--- config.mk ---
export PLATFORM = sky130hd
export DESIGN_NAME = requantize_pipeline
export DESIGN_NICKNAME = d
export VERILOG_FILES = /design/src/rtl/requantize_pipeline.sv
export SDC_FILE = /design/constraint.sdc
export NUM_CORES = 2
export LEC_CHECK = 0
export BUFFER_PORTS_ARGS = -buffer_cell sky130_fd_sc_hd__buf_2
export CAP_MARGIN = 30
export CORE_AREA = 2 2 339 341
export DETAILED_ROUTE_END_ITERATION = 10
export DIE_AREA = 0 0 341 343
export PLACE_DENSITY_LB_ADDON = 0.2
export SYNTH_ARGS = -nofsm -noshare
export SYNTH_HDL_FRONTEND = slang
export SYNTH_SLANG_ARGS = --single-unit
--- constraint.sdc ---
create_clock -name clk -period 14.6 [get_ports clk]
set_input_delay 2.19 -clock clk [delete_from_list [all_inputs] [get_ports clk]]
set_output_delay 2.19 -clock clk [all_outputs]
set_load 0.05 [all_outputs]
--- src/rtl/requantize_pipeline.sv ---
// Three-stage int32 -> int8 requantizer (saturating doubling high-multiply, rounding shift,
// zero-point add, clamp) with per-layer multiplier/shift fetched from the scale ROM.
module requantize_pipeline #(
    parameter int NUM_LAYERS  = 6,
    parameter int MULT_WIDTH  = 32,
    parameter int SHIFT_WIDTH = 6,
    parameter int ACC_WIDTH   = 32,
    parameter int OUT_WIDTH   = 8,
    localparam int IDX_WIDTH  = (NUM_LAYERS > 1) ? $clog2(NUM_LAYERS) : 1
) (
    input  logic                          clk,
    input  logic                          reset_n,
    input  logic                          start,
    input  logic [IDX_WIDTH-1:0]          layer_idx,
    input  logic signed [OUT_WIDTH-1:0]   out_zp,
    input  logic signed [OUT_WIDTH-1:0]   act_min,
    input  logic signed [OUT_WIDTH-1:0]   act_max,
    output logic                          rom_valid,
    output logic [IDX_WIDTH-1:0]          rom_layer_idx,
    input  logic signed [MULT_WIDTH-1:0]  rom_mult,
    input  logic signed [SHIFT_WIDTH-1:0] rom_shift,
    output logic                          params_ready,
    input  logic                          in_valid,
    output logic                          in_ready,
    input  logic signed [ACC_WIDTH-1:0]   in_acc,
    output logic                          out_valid,
    input  logic                          out_ready,
    output logic signed [OUT_WIDTH-1:0]   out_data
);

    localparam int PROD_WIDTH = ACC_WIDTH + MULT_WIDTH;
    localparam int LSH_WIDTH  = SHIFT_WIDTH - 1;
    localparam int RSH_WIDTH  = SHIFT_WIDTH + 1;
    localparam int EXT_WIDTH  = ACC_WIDTH + (32'd1 << LSH_WIDTH);

    localparam logic signed [ACC_WIDTH-1:0]  ACC_MAX   = {1'b0, {(ACC_WIDTH-1){1'b1}}};
    localparam logic signed [ACC_WIDTH-1:0]  ACC_MIN   = {1'b1, {(ACC_WIDTH-1){1'b0}}};
    localparam logic signed [ACC_WIDTH-1:0]  ACC_ONE   = {{(ACC_WIDTH-1){1'b0}}, 1'b1};
    localparam logic signed [MULT_WIDTH-1:0] MULT_MIN  = {1'b1, {(MULT_WIDTH-1){1'b0}}};
    localparam logic signed [PROD_WIDTH-1:0] PROD_ONE  = {{(PROD_WIDTH-1){1'b0}}, 1'b1};
    localparam logic signed [PROD_WIDTH-1:0] NUDGE_POS = PROD_ONE <<< (MULT_WIDTH - 2);
    localparam logic signed [PROD_WIDTH-1:0] NUDGE_NEG = PROD_ONE - NUDGE_POS;
    localparam logic signed [PROD_WIDTH-1:0] DIV_BIAS  = (PROD_ONE <<< (MULT_WIDTH - 1)) - PROD_ONE;
    localparam logic [RSH_WIDTH-1:0]         RSH_CAP   = RSH_WIDTH'(ACC_WIDTH - 1);

    typedef enum logic [1:0] {
        ST_IDLE     = 2'd0,
        ST_LOAD_REQ = 2'd1,
        ST_LOAD_CAP = 2'd2,
        ST_RUN      = 2'd3
    } state_t;

    state_t                        state_r;
    logic signed [MULT_WIDTH-1:0]  mult_r;
    logic [LSH_WIDTH-1:0]          lsh_r;
    logic [RSH_WIDTH-1:0]          rsh_r;
    logic signed [OUT_WIDTH-1:0]   zp_r;
    logic signed [OUT_WIDTH-1:0]   min_r;
    logic signed [OUT_WIDTH-1:0]   max_r;

    logic [RSH_WIDTH-1:0]          neg_shift_s;
    logic [LSH_WIDTH-1:0]          lsh_load_s;
    logic [RSH_WIDTH-1:0]          rsh_load_s;

    logic                          stall_s;
    logic                          pipe_empty_s;
    logic                          reload_s;
    logic                          accept_s;

    logic signed [EXT_WIDTH-1:0]   acc_shl_s;
    logic [EXT_WIDTH-ACC_WIDTH:0]  ovf_hi_s;
    logic signed [ACC_WIDTH-1:0]   a_s;
    logic signed [PROD_WIDTH-1:0]  prod_s;
    logic                          sat_s;
    logic                          v1_r;
    logic signed [PROD_WIDTH-1:0]  p1_r;
    logic                          sat1_r;

    logic signed [PROD_WIDTH-1:0]  rnd_sum_s;
    logic signed [PROD_WIDTH-1:0]  biased_s;
    logic signed [ACC_WIDTH-1:0]   h_s;
    logic                          v2_r;
    logic signed [ACC_WIDTH-1:0]   h2_r;

    logic [ACC_WIDTH-1:0]          mask_s;
    logic [ACC_WIDTH-1:0]          rem_s;
    logic [ACC_WIDTH-1:0]          thr_s;
    logic signed [ACC_WIDTH-1:0]   shr_s;
    logic signed [ACC_WIDTH-1:0]   r_s;
    logic signed [ACC_WIDTH:0]     v_s;
    logic signed [ACC_WIDTH:0]     lo_s;
    logic signed [ACC_WIDTH:0]     hi_s;
    logic signed [OUT_WIDTH-1:0]   q_s;

    // Split the signed ROM shift into left/right amounts; right shifts beyond the word collapse to width-1.
    always_comb begin
        neg_shift_s = -{rom_shift[SHIFT_WIDTH-1], rom_shift};
        if (rom_shift[SHIFT_WIDTH-1]) begin
            lsh_load_s = '0;
            rsh_load_s = (neg_shift_s > RSH_CAP) ? RSH_CAP : neg_shift_s;
        end else begin
            lsh_load_s = rom_shift[LSH_WIDTH-1:0];
            rsh_load_s = '0;
        end
    end

    // Handshake: a stall freezes every stage; a reload start blocks acceptance in that cycle.
    always_comb begin
        stall_s      = out_valid && !out_ready;
        pipe_empty_s = !v1_r && !v2_r && !out_valid;
        reload_s     = (state_r == ST_RUN) && start && pipe_empty_s;
        in_ready     = (state_r == ST_RUN) && !stall_s && !reload_s;
        accept_s     = in_valid && in_ready;
    end

    // Stage 1 datapath: saturating left shift, then the full-width product.
    always_comb begin
        acc_shl_s = {{(EXT_WIDTH-ACC_WIDTH){in_acc[ACC_WIDTH-1]}}, in_acc} <<< lsh_r;
        ovf_hi_s  = acc_shl_s[EXT_WIDTH-1:ACC_WIDTH-1];
        if ((&ovf_hi_s) || !(|ovf_hi_s)) begin
            a_s = acc_shl_s[ACC_WIDTH-1:0];
        end else if (acc_shl_s[EXT_WIDTH-1]) begin
            a_s = ACC_MIN;
        end else begin
            a_s = ACC_MAX;
        end
        prod_s = PROD_WIDTH'(a_s) * PROD_WIDTH'(mult_r);
        sat_s  = (a_s == ACC_MIN) && (mult_r == MULT_MIN);
    end

    // Stage 2 datapath: nudge, then divide by 2^(MULT_WIDTH-1) truncating toward zero.
    always_comb begin
        if (p1_r[PROD_WIDTH-1]) begin
            rnd_sum_s = p1_r + NUDGE_NEG;
        end else begin
            rnd_sum_s = p1_r + NUDGE_POS;
        end
        if (rnd_sum_s[PROD_WIDTH-1]) begin
            biased_s = rnd_sum_s + DIV_BIAS;
        end else begin
            biased_s = rnd_sum_s;
        end
        if (sat1_r) begin
            h_s = ACC_MAX;
        end else begin
            h_s = ACC_WIDTH'(biased_s >>> (MULT_WIDTH - 1));
        end
    end

    // Stage 3 datapath: round-half-away-from-zero right shift, zero point, clamp.
    always_comb begin
        mask_s = (ACC_ONE << rsh_r) - ACC_ONE;
        rem_s  = h2_r & mask_s;
        thr_s  = (mask_s >> 1) + {{(ACC_WIDTH-1){1'b0}}, h2_r[ACC_WIDTH-1]};
        shr_s  = h2_r >>> rsh_r;
        if (rem_s > thr_s) begin
            r_s = shr_s + ACC_ONE;
        end else begin
            r_s = shr_s;
        end
        v_s  = {r_s[ACC_WIDTH-1], r_s} + {{(ACC_WIDTH+1-OUT_WIDTH){zp_r[OUT_WIDTH-1]}}, zp_r};
        lo_s = {{(ACC_WIDTH+1-OUT_WIDTH){min_r[OUT_WIDTH-1]}}, min_r};
        hi_s = {{(ACC_WIDTH+1-OUT_WIDTH){max_r[OUT_WIDTH-1]}}, max_r};
        if (v_s < lo_s) begin
            q_s = min_r;
        end else if (v_s > hi_s) begin
            q_s = max_r;
        end else begin
            q_s = v_s[OUT_WIDTH-1:0];
        end
    end

    // Layer-load FSM with registered ROM request and parameter holding registers.
    always_ff @(posedge clk) begin
        if (!reset_n) begin
            state_r       <= ST_IDLE;
            rom_valid     <= 1'b0;
            rom_layer_idx <= '0;
            params_ready  <= 1'b0;
            mult_r        <= '0;
            lsh_r         <= '0;
            rsh_r         <= '0;
            zp_r          <= '0;
            min_r         <= '0;
            max_r         <= '0;
        end else begin
            case (state_r)
                ST_IDLE: begin
                    if (start) begin
                        rom_layer_idx <= layer_idx;
                        zp_r          <= out_zp;
                        min_r         <= act_min;
                        max_r         <= act_max;
                        rom_valid     <= 1'b1;
                        state_r       <= ST_LOAD_REQ;
                    end
                end
                ST_LOAD_REQ: begin
                    rom_valid <= 1'b0;
                    state_r   <= ST_LOAD_CAP;
                end
                ST_LOAD_CAP: begin
                    mult_r       <= rom_mult;
                    lsh_r        <= lsh_load_s;
                    rsh_r        <= rsh_load_s;
                    params_ready <= 1'b1;
                    state_r      <= ST_RUN;
                end
                ST_RUN: begin
                    if (reload_s) begin
                        rom_layer_idx <= layer_idx;
                        zp_r          <= out_zp;
                        min_r         <= act_min;
                        max_r         <= act_max;
                        rom_valid     <= 1'b1;
                        params_ready  <= 1'b0;
                        state_r       <= ST_LOAD_REQ;
                    end
                end
                default: begin
                    rom_valid    <= 1'b0;
                    params_ready <= 1'b0;
                    state_r      <= ST_IDLE;
                end
            endcase
        end
    end

    // Pipeline stage registers; everything holds while the output is stalled.
    always_ff @(posedge clk) begin
        if (!reset_n) begin
            v1_r      <= 1'b0;
            p1_r      <= '0;
            sat1_r    <= 1'b0;
            v2_r      <= 1'b0;
            h2_r      <= '0;
            out_valid <= 1'b0;
            out_data  <= '0;
        end else if (!stall_s) begin
            v1_r <= accept_s;
            if (accept_s) begin
                p1_r   <= prod_s;
                sat1_r <= sat_s;
            end
            v2_r <= v1_r;
            if (v1_r) begin
                h2_r <= h_s;
            end
            out_valid <= v2_r;
            if (v2_r) begin
                out_data <= q_s;
            end
        end
    end

endmodule

* Yosys cells after proc, flatten, opt, wreduce, memory -nomap -nowiden *
Cells that the tools add are included.

operators by class
  mux-type cells = 31
  eq/ne operators = 7
  divide/modulo/power cells = 0
  $mul = 1
  order comparisons = 4
  reductions and logical operators = 30
  bitwise operators = 2
  shift-type cells = 3
  $add $sub $neg = 8

operators by type and width
  kind                                                 number
  two-way mux 32 bit                                   4
  adder 64 x 31 -> 64 bit (second input constant)      1
  adder 64 x 32 -> 64 bit (second input constant)      1
  == test 32 bit (second input constant)               2
  multiplier 32 x 32 -> 64 bit                         1
  two-way mux 64 bit                                   1
  two-way mux 8 bit                                    8
  <<< shifter 64 x 5 -> 64 bit                         1
  adder 63 x 32 -> 63 bit (second input constant)      1
  two-way mux 63 bit                                   1
  case mux 8 bit (2 select lines)                      3
  adder 32 x 8 -> 33 bit                               1
  greater-than comparator 33 x 8 -> 1 bit              1
  less-than comparator 33 x 8 -> 1 bit                 1
  AND reduction 33 bit                                 1
  OR reduction 33 bit                                  1
  adder 31 x 1 -> 32 bit                               1
  adder 32 x 2 -> 32 bit (second input constant)       1
  bitwise AND 32 bit                                   1
  greater-than comparator 32 bit                       1
  left shift 1 x 7 -> 32 bit (first input constant)    1
  >>> shifter 32 x 7 -> 32 bit                         1
  subtractor 32 x 2 -> 32 bit (second input constant)  1
  two-way mux 7 bit                                    2
  other kinds (22)                                     48

storage, ports and cells
  memories kept = 0
  register bits after elaboration = 183
  word-level logic and storage cells = 103
  latch bits = 0
  bits in writable memories = 0
  output and inout bits = 15
  memory bits (read-only) = 0

* Depth between registers and ports, before layout *
  word-level depth = 9
  mapped depth = 54

* Worst setup path after synthesis *
Ideal clock, no wire load.

  path kind = input-to-reg
  start point = input port in_acc[18]
  end point = register p1_r[58]
  arrival = 11.857 ns
  required time = 14.526 ns
  buffers on the path = 2
  setup slack = 2.669 ns
  cell stages on the path = 37
  cells stage by stage = mux4_2 -> mux2i_1 -> and2_1 -> a31oi_1 -> or4_1 -> o41ai_2 -> a41oi_1 -> a21o_1 -> clkbuf_1 -> and2_1 -> fa_1 -> inv_1 -> fa_1 -> fa_1 -> inv_1 -> fa_1 -> fa_1 -> inv_1 -> fa_1 -> inv_1 -> fa_1 -> inv_1 -> fa_1 -> inv_1 -> ha_1 -> clkbuf_1 -> a21oi_1 -> o21ai_0 -> or3b_2 -> o211ai_1 -> a22oi_1 -> a41oi_1 -> a211oi_1 -> o21bai_1 -> a21oi_1 -> or4b_2 -> a31oi_1

between the ends
  word-level cells in the longest chain between the ends = 6
  elaborated cells between the ends (all ways) = 8

RTL lines
  what                            line  RTL
  start, declared                 25    input logic signed [ACC_WIDTH-1:0] in_acc,
  <<< shifter 64 x 5 -> 64 bit *  118   acc_shl_s = {{(EXT_WIDTH-ACC_WIDTH){in_acc[ACC_WIDTH-1]}}, in_acc} <<< lsh_r;
  OR reduction 33 bit             120   if ((&ovf_hi_s) || !(|ovf_hi_s)) begin
  logical NOT 1 bit               120
  logical OR 1 bit                120
  two-way mux 32 bit *            120
  multiplier 32 x 32 -> 64 bit *  127   prod_s = PROD_WIDTH'(a_s) * PROD_WIDTH'(mult_r);
  end signal, assigned            242   p1_r <= prod_s;
  end, declared                   76    logic signed [PROD_WIDTH-1:0] p1_r;

Mark *: on every way between the ends. The rest lies on a longest branch, timed or not.
A chain may end at the register's enable or synchronous reset.

* Worst setup path after layout *
  start point = input port in_acc[31]
  end point = register p1_r[58]

Same word-level chain as after synthesis.

==> results.sh <==
export IMPL_rsz0062_at_grt="false"
export IMPL_place_ws_ns=0.750
export IMPL_power_frac_seq=0.060
export IMPL_synth_xor_area_share=0.0315
export IMPL_fin_nets=8067
export IMPL_start_util=0.496
export IMPL_p_int_uw=4250
export IMPL_required_ns=15.06
export IMPL_grt_overflow_total=0
export IMPL_clock_path_buffers=2
export IMPL_startpoint_type="input port"
export IMPL_n_fill_cell=10800
export IMPL_hold_class="flop to flop"
export IMPL_slowest_delay_ns=0.82
export IMPL_routedWlPerCell_um=20.7
export IMPL_cts_tree="built"
export IMPL_hpwl_um=134000
export IMPL_area_growth_pct=4.90
export IMPL_crit_arrival_ns=13.76
export IMPL_cts_root_buffer="clkbuf_16"
export IMPL_async_flop_share=0
export IMPL_vdd_ir_drop_max_uv=262
export IMPL_fp_dieH_um=343
export IMPL_synth_commonest_cells="inv_1, nand2_1, fa_1"
export IMPL_synth_edf_count=0
export IMPL_synth_compound_area_share=0.103
export IMPL_syn_instance_count=6684
export IMPL_muxShareOfSynthArea=0.0515
export IMPL_power_density_mw_per_mm2=170
export IMPL_dieArea_mm2=0.117
export IMPL_crit_path_start="in_acc[31]"
export IMPL_fmax_ghz=0.0752
export IMPL_setup_tns_ns=0
export IMPL_synth_top_family_by_area="adder cells"
export IMPL_wl_um=167000
export IMPL_multi_input_area_mm2=0.0465
export IMPL_crit_path_end="p1_r[58]"
export IMPL_vias=46200
export IMPL_yosysWarnings=0
export IMPL_fin_skew_ns=0.0233
export IMPL_io_pins=117
export IMPL_grt_antenna_before_repair=4
export IMPL_io_buffers=116
export IMPL_yosys_area_share_simple=0.182
export IMPL_slew_violations=0
export IMPL_avgViaCountPerCell=5.72
export IMPL_grt_max_degree=67
export IMPL_clkLatencyLatePin_ns=0.55
export IMPL_cts_buffers=17
export IMPL_syn_nets=8197
export IMPL_synth_ff_type="dfxtp_1"
export IMPL_worst_path_max_delay_cell="a21o_1"
export IMPL_die_w_um=341
export IMPL_holdCritStartpoint="rom_layer_idx[1]"
export IMPL_layout_min_cycle_time_ns=13.30
export IMPL_r2r_start="rsh_r[4]"
export IMPL_synth_top_area_cell="fa_1"
export IMPL_synthAdderAreaFrac=0.459
export IMPL_antenna_left=0
export IMPL_grt_pass1_vias=48200
export IMPL_clkSinkCount=183
export IMPL_p_sw_frac=0.577
export IMPL_num_rows=124
export IMPL_r2r_setup_slack_ns=1.70
export IMPL_synth_seq_cells=183
export IMPL_regArea_mm2=0.00367
export IMPL_p_leak_uw=0.0259
export IMPL_crit_fanout=16
export IMPL_gp_congestion=0.968
export IMPL_synth_top_area_frac=0.386
export IMPL_status="complete, no violations"
export IMPL_cts_resized=0
export IMPL_yosysSeqAreaShare=0.0652
export IMPL_cts_clk_slew_worst_paths_ns=0.09
export IMPL_combinationalPowerShare=0.888
export IMPL_yosysUniqueCellTypes=96
export IMPL_yosys_top_cells_area="fa_1, inv_1, nand2_1"
export IMPL_finalSetupViolCount=0
export IMPL_grt_first_pass_wirelength_um=270000
export IMPL_cp_end_kind="flop"
export IMPL_core_area_mm2=0.113
export IMPL_min_period_over_period=0.911
export IMPL_maxSlewHeadroom=0.283
export IMPL_switching_power_uw=5800
export IMPL_post_cts_repair_setup_buffers=0
export IMPL_cts_hold_buf=0
export IMPL_synth_area_mm2=0.0562
export IMPL_first_pass_iters=7
export IMPL_path_class="input port to flop"
export IMPL_avgSynthCellArea_um2=8.41
export IMPL_fin_ws_ns=1.30
export IMPL_clock_power_share=0.052
export IMPL_route_detailed_drc=0
export IMPL_finalHoldViolCount=0
export IMPL_drive_gt1_frac=0.0732
export IMPL_drt_initial_drc_count=3340
export IMPL_synth_most_common_cell="inv_1"
export IMPL_worst_pin_slew_ns=1.06
export IMPL_cap_violations=0
export IMPL_cpMostUsedCell="fa_1"
export IMPL_r2r_cells=47
export IMPL_cts_max_level=4
export IMPL_grt_usage=0.295
export IMPL_rr_endpoint="out_data[5]"
-- cells by family after synthesis --
group / count (synthesis)
mux: 197
compound gates: 914
flops: 183
buf+inv: 1603
fa+ha+maj: 1411
xor+xnor: 202
simple gates: 2174
-- cell type report --
type	count	area share
repair buffers	248	0.0292
flip-flops and latches	183	0.0623
diodes	1	0.0000424
well taps	1512	0.0321
inverters	1206	0.0768
multi-input cells	4898	0.789
clock inverters	15	0.00293
clock buffers	17	0.00722
-- power groups by stage --
stage	clock (uW)	combinational [uW]	sequential [uW]
2_1_floorplan	0	6400	591
3_3_place_gp	0	8740	613
3_5_place_dp	0	8850	614
4_1_cts	535	8900	602
5_1_grt	548	10100	611
6_report	519	8930	603
-- state kept, by name, indices dropped and copies added, names as in the netlist --
signal and flops:
out_valid 1, h2_r 32, rom_layer_idx 3, max_r 8, lsh_r 5, rsh_r 7, v1_r 1, min_r 8
mult_r 32, params_ready 1, out_data 8, sat1_r 1, v2_r 1, p1_r 64, rom_valid 1, zp_r 8
state_r 2
-- per-stage QoR --
stage / power, uW / cell area [um2] / hold slack (ns) / utilization / instances
after floorplan: 6990 / 56200 / 0.425 / - / 6684
after global placement: 9350 / 58200 / 0.439 / 0.513 / 8036
after detailed placement: 9460 / 58300 / 0.446 / 0.514 / 8044
after CTS: 10000 / 58900 / 0.459 / 0.519 / 8076
after global routing: 11300 / 59000 / 0.486 / 0.520 / 8079
final: 10000 / 59000 / 0.454 / 0.520 / 8080
-- cell usage in the layout, fill, tap and decap left out, types with 40 or more instances in the layout --
cell type | netlist | final
o21ai_0 | 202 | 198
mux2i_1 | 82 | 82
buf_4 | 5 | 120
nor2_1 | 226 | 226
and2_1 | 278 | 277
a31oi_1 | 41 | 41
nand2_1 | 1103 | 1102
fa_1 | 1083 | 1083
xor2_1 | 71 | 71
nor2b_1 | 66 | 66
a21o_1 | 78 | 78
a21oi_1 | 285 | 285
dfxtp_1 | 183 | 177
xnor2_1 | 131 | 131
mux4_2 | 69 | 69
buf_2 | 18 | 117
nand3_1 | 103 | 103
nand2b_1 | 41 | 41
and3_1 | 40 | 40
nand4_1 | 54 | 54
ha_1 | 328 | 327
nor3_1 | 86 | 86
mux2_2 | 46 | 46
inv_1 | 1200 | 1200
-- layer usage --
layer	vias up	routed length, um	GRT usage
met5	-	12	0
met4	2	6870	0.113
met3	316	9780	0.0366
met2	1528	80700	0.499
met1	23500	69800	0.387
li1	20800	-	-
-- worst min path at each step --
stage / to / slack, ns / cells past startpoint
detailed placement: out_data[1] / 0.45 / 2
global route: zp_r[6] / 0.49 / 2
global placement: rom_layer_idx[0] / 0.44 / 2
finish: rom_layer_idx[1] / 0.45 / 2
CTS: rom_layer_idx[1] / 0.46 / 2
floorplan: sat1_r / 0.43 / 2
-- critical path: cells and delay by family --
kind	cells	cell delay (ns)
and+or+nand+nor	7	1.78
AOI/OAI and AO/OA	12	4.26
muxes	1	0.35
buffers and inverters	5	0.69
adders and majority gates	9	4.46
No activity file was read; power rests on OpenSTA's default activity.
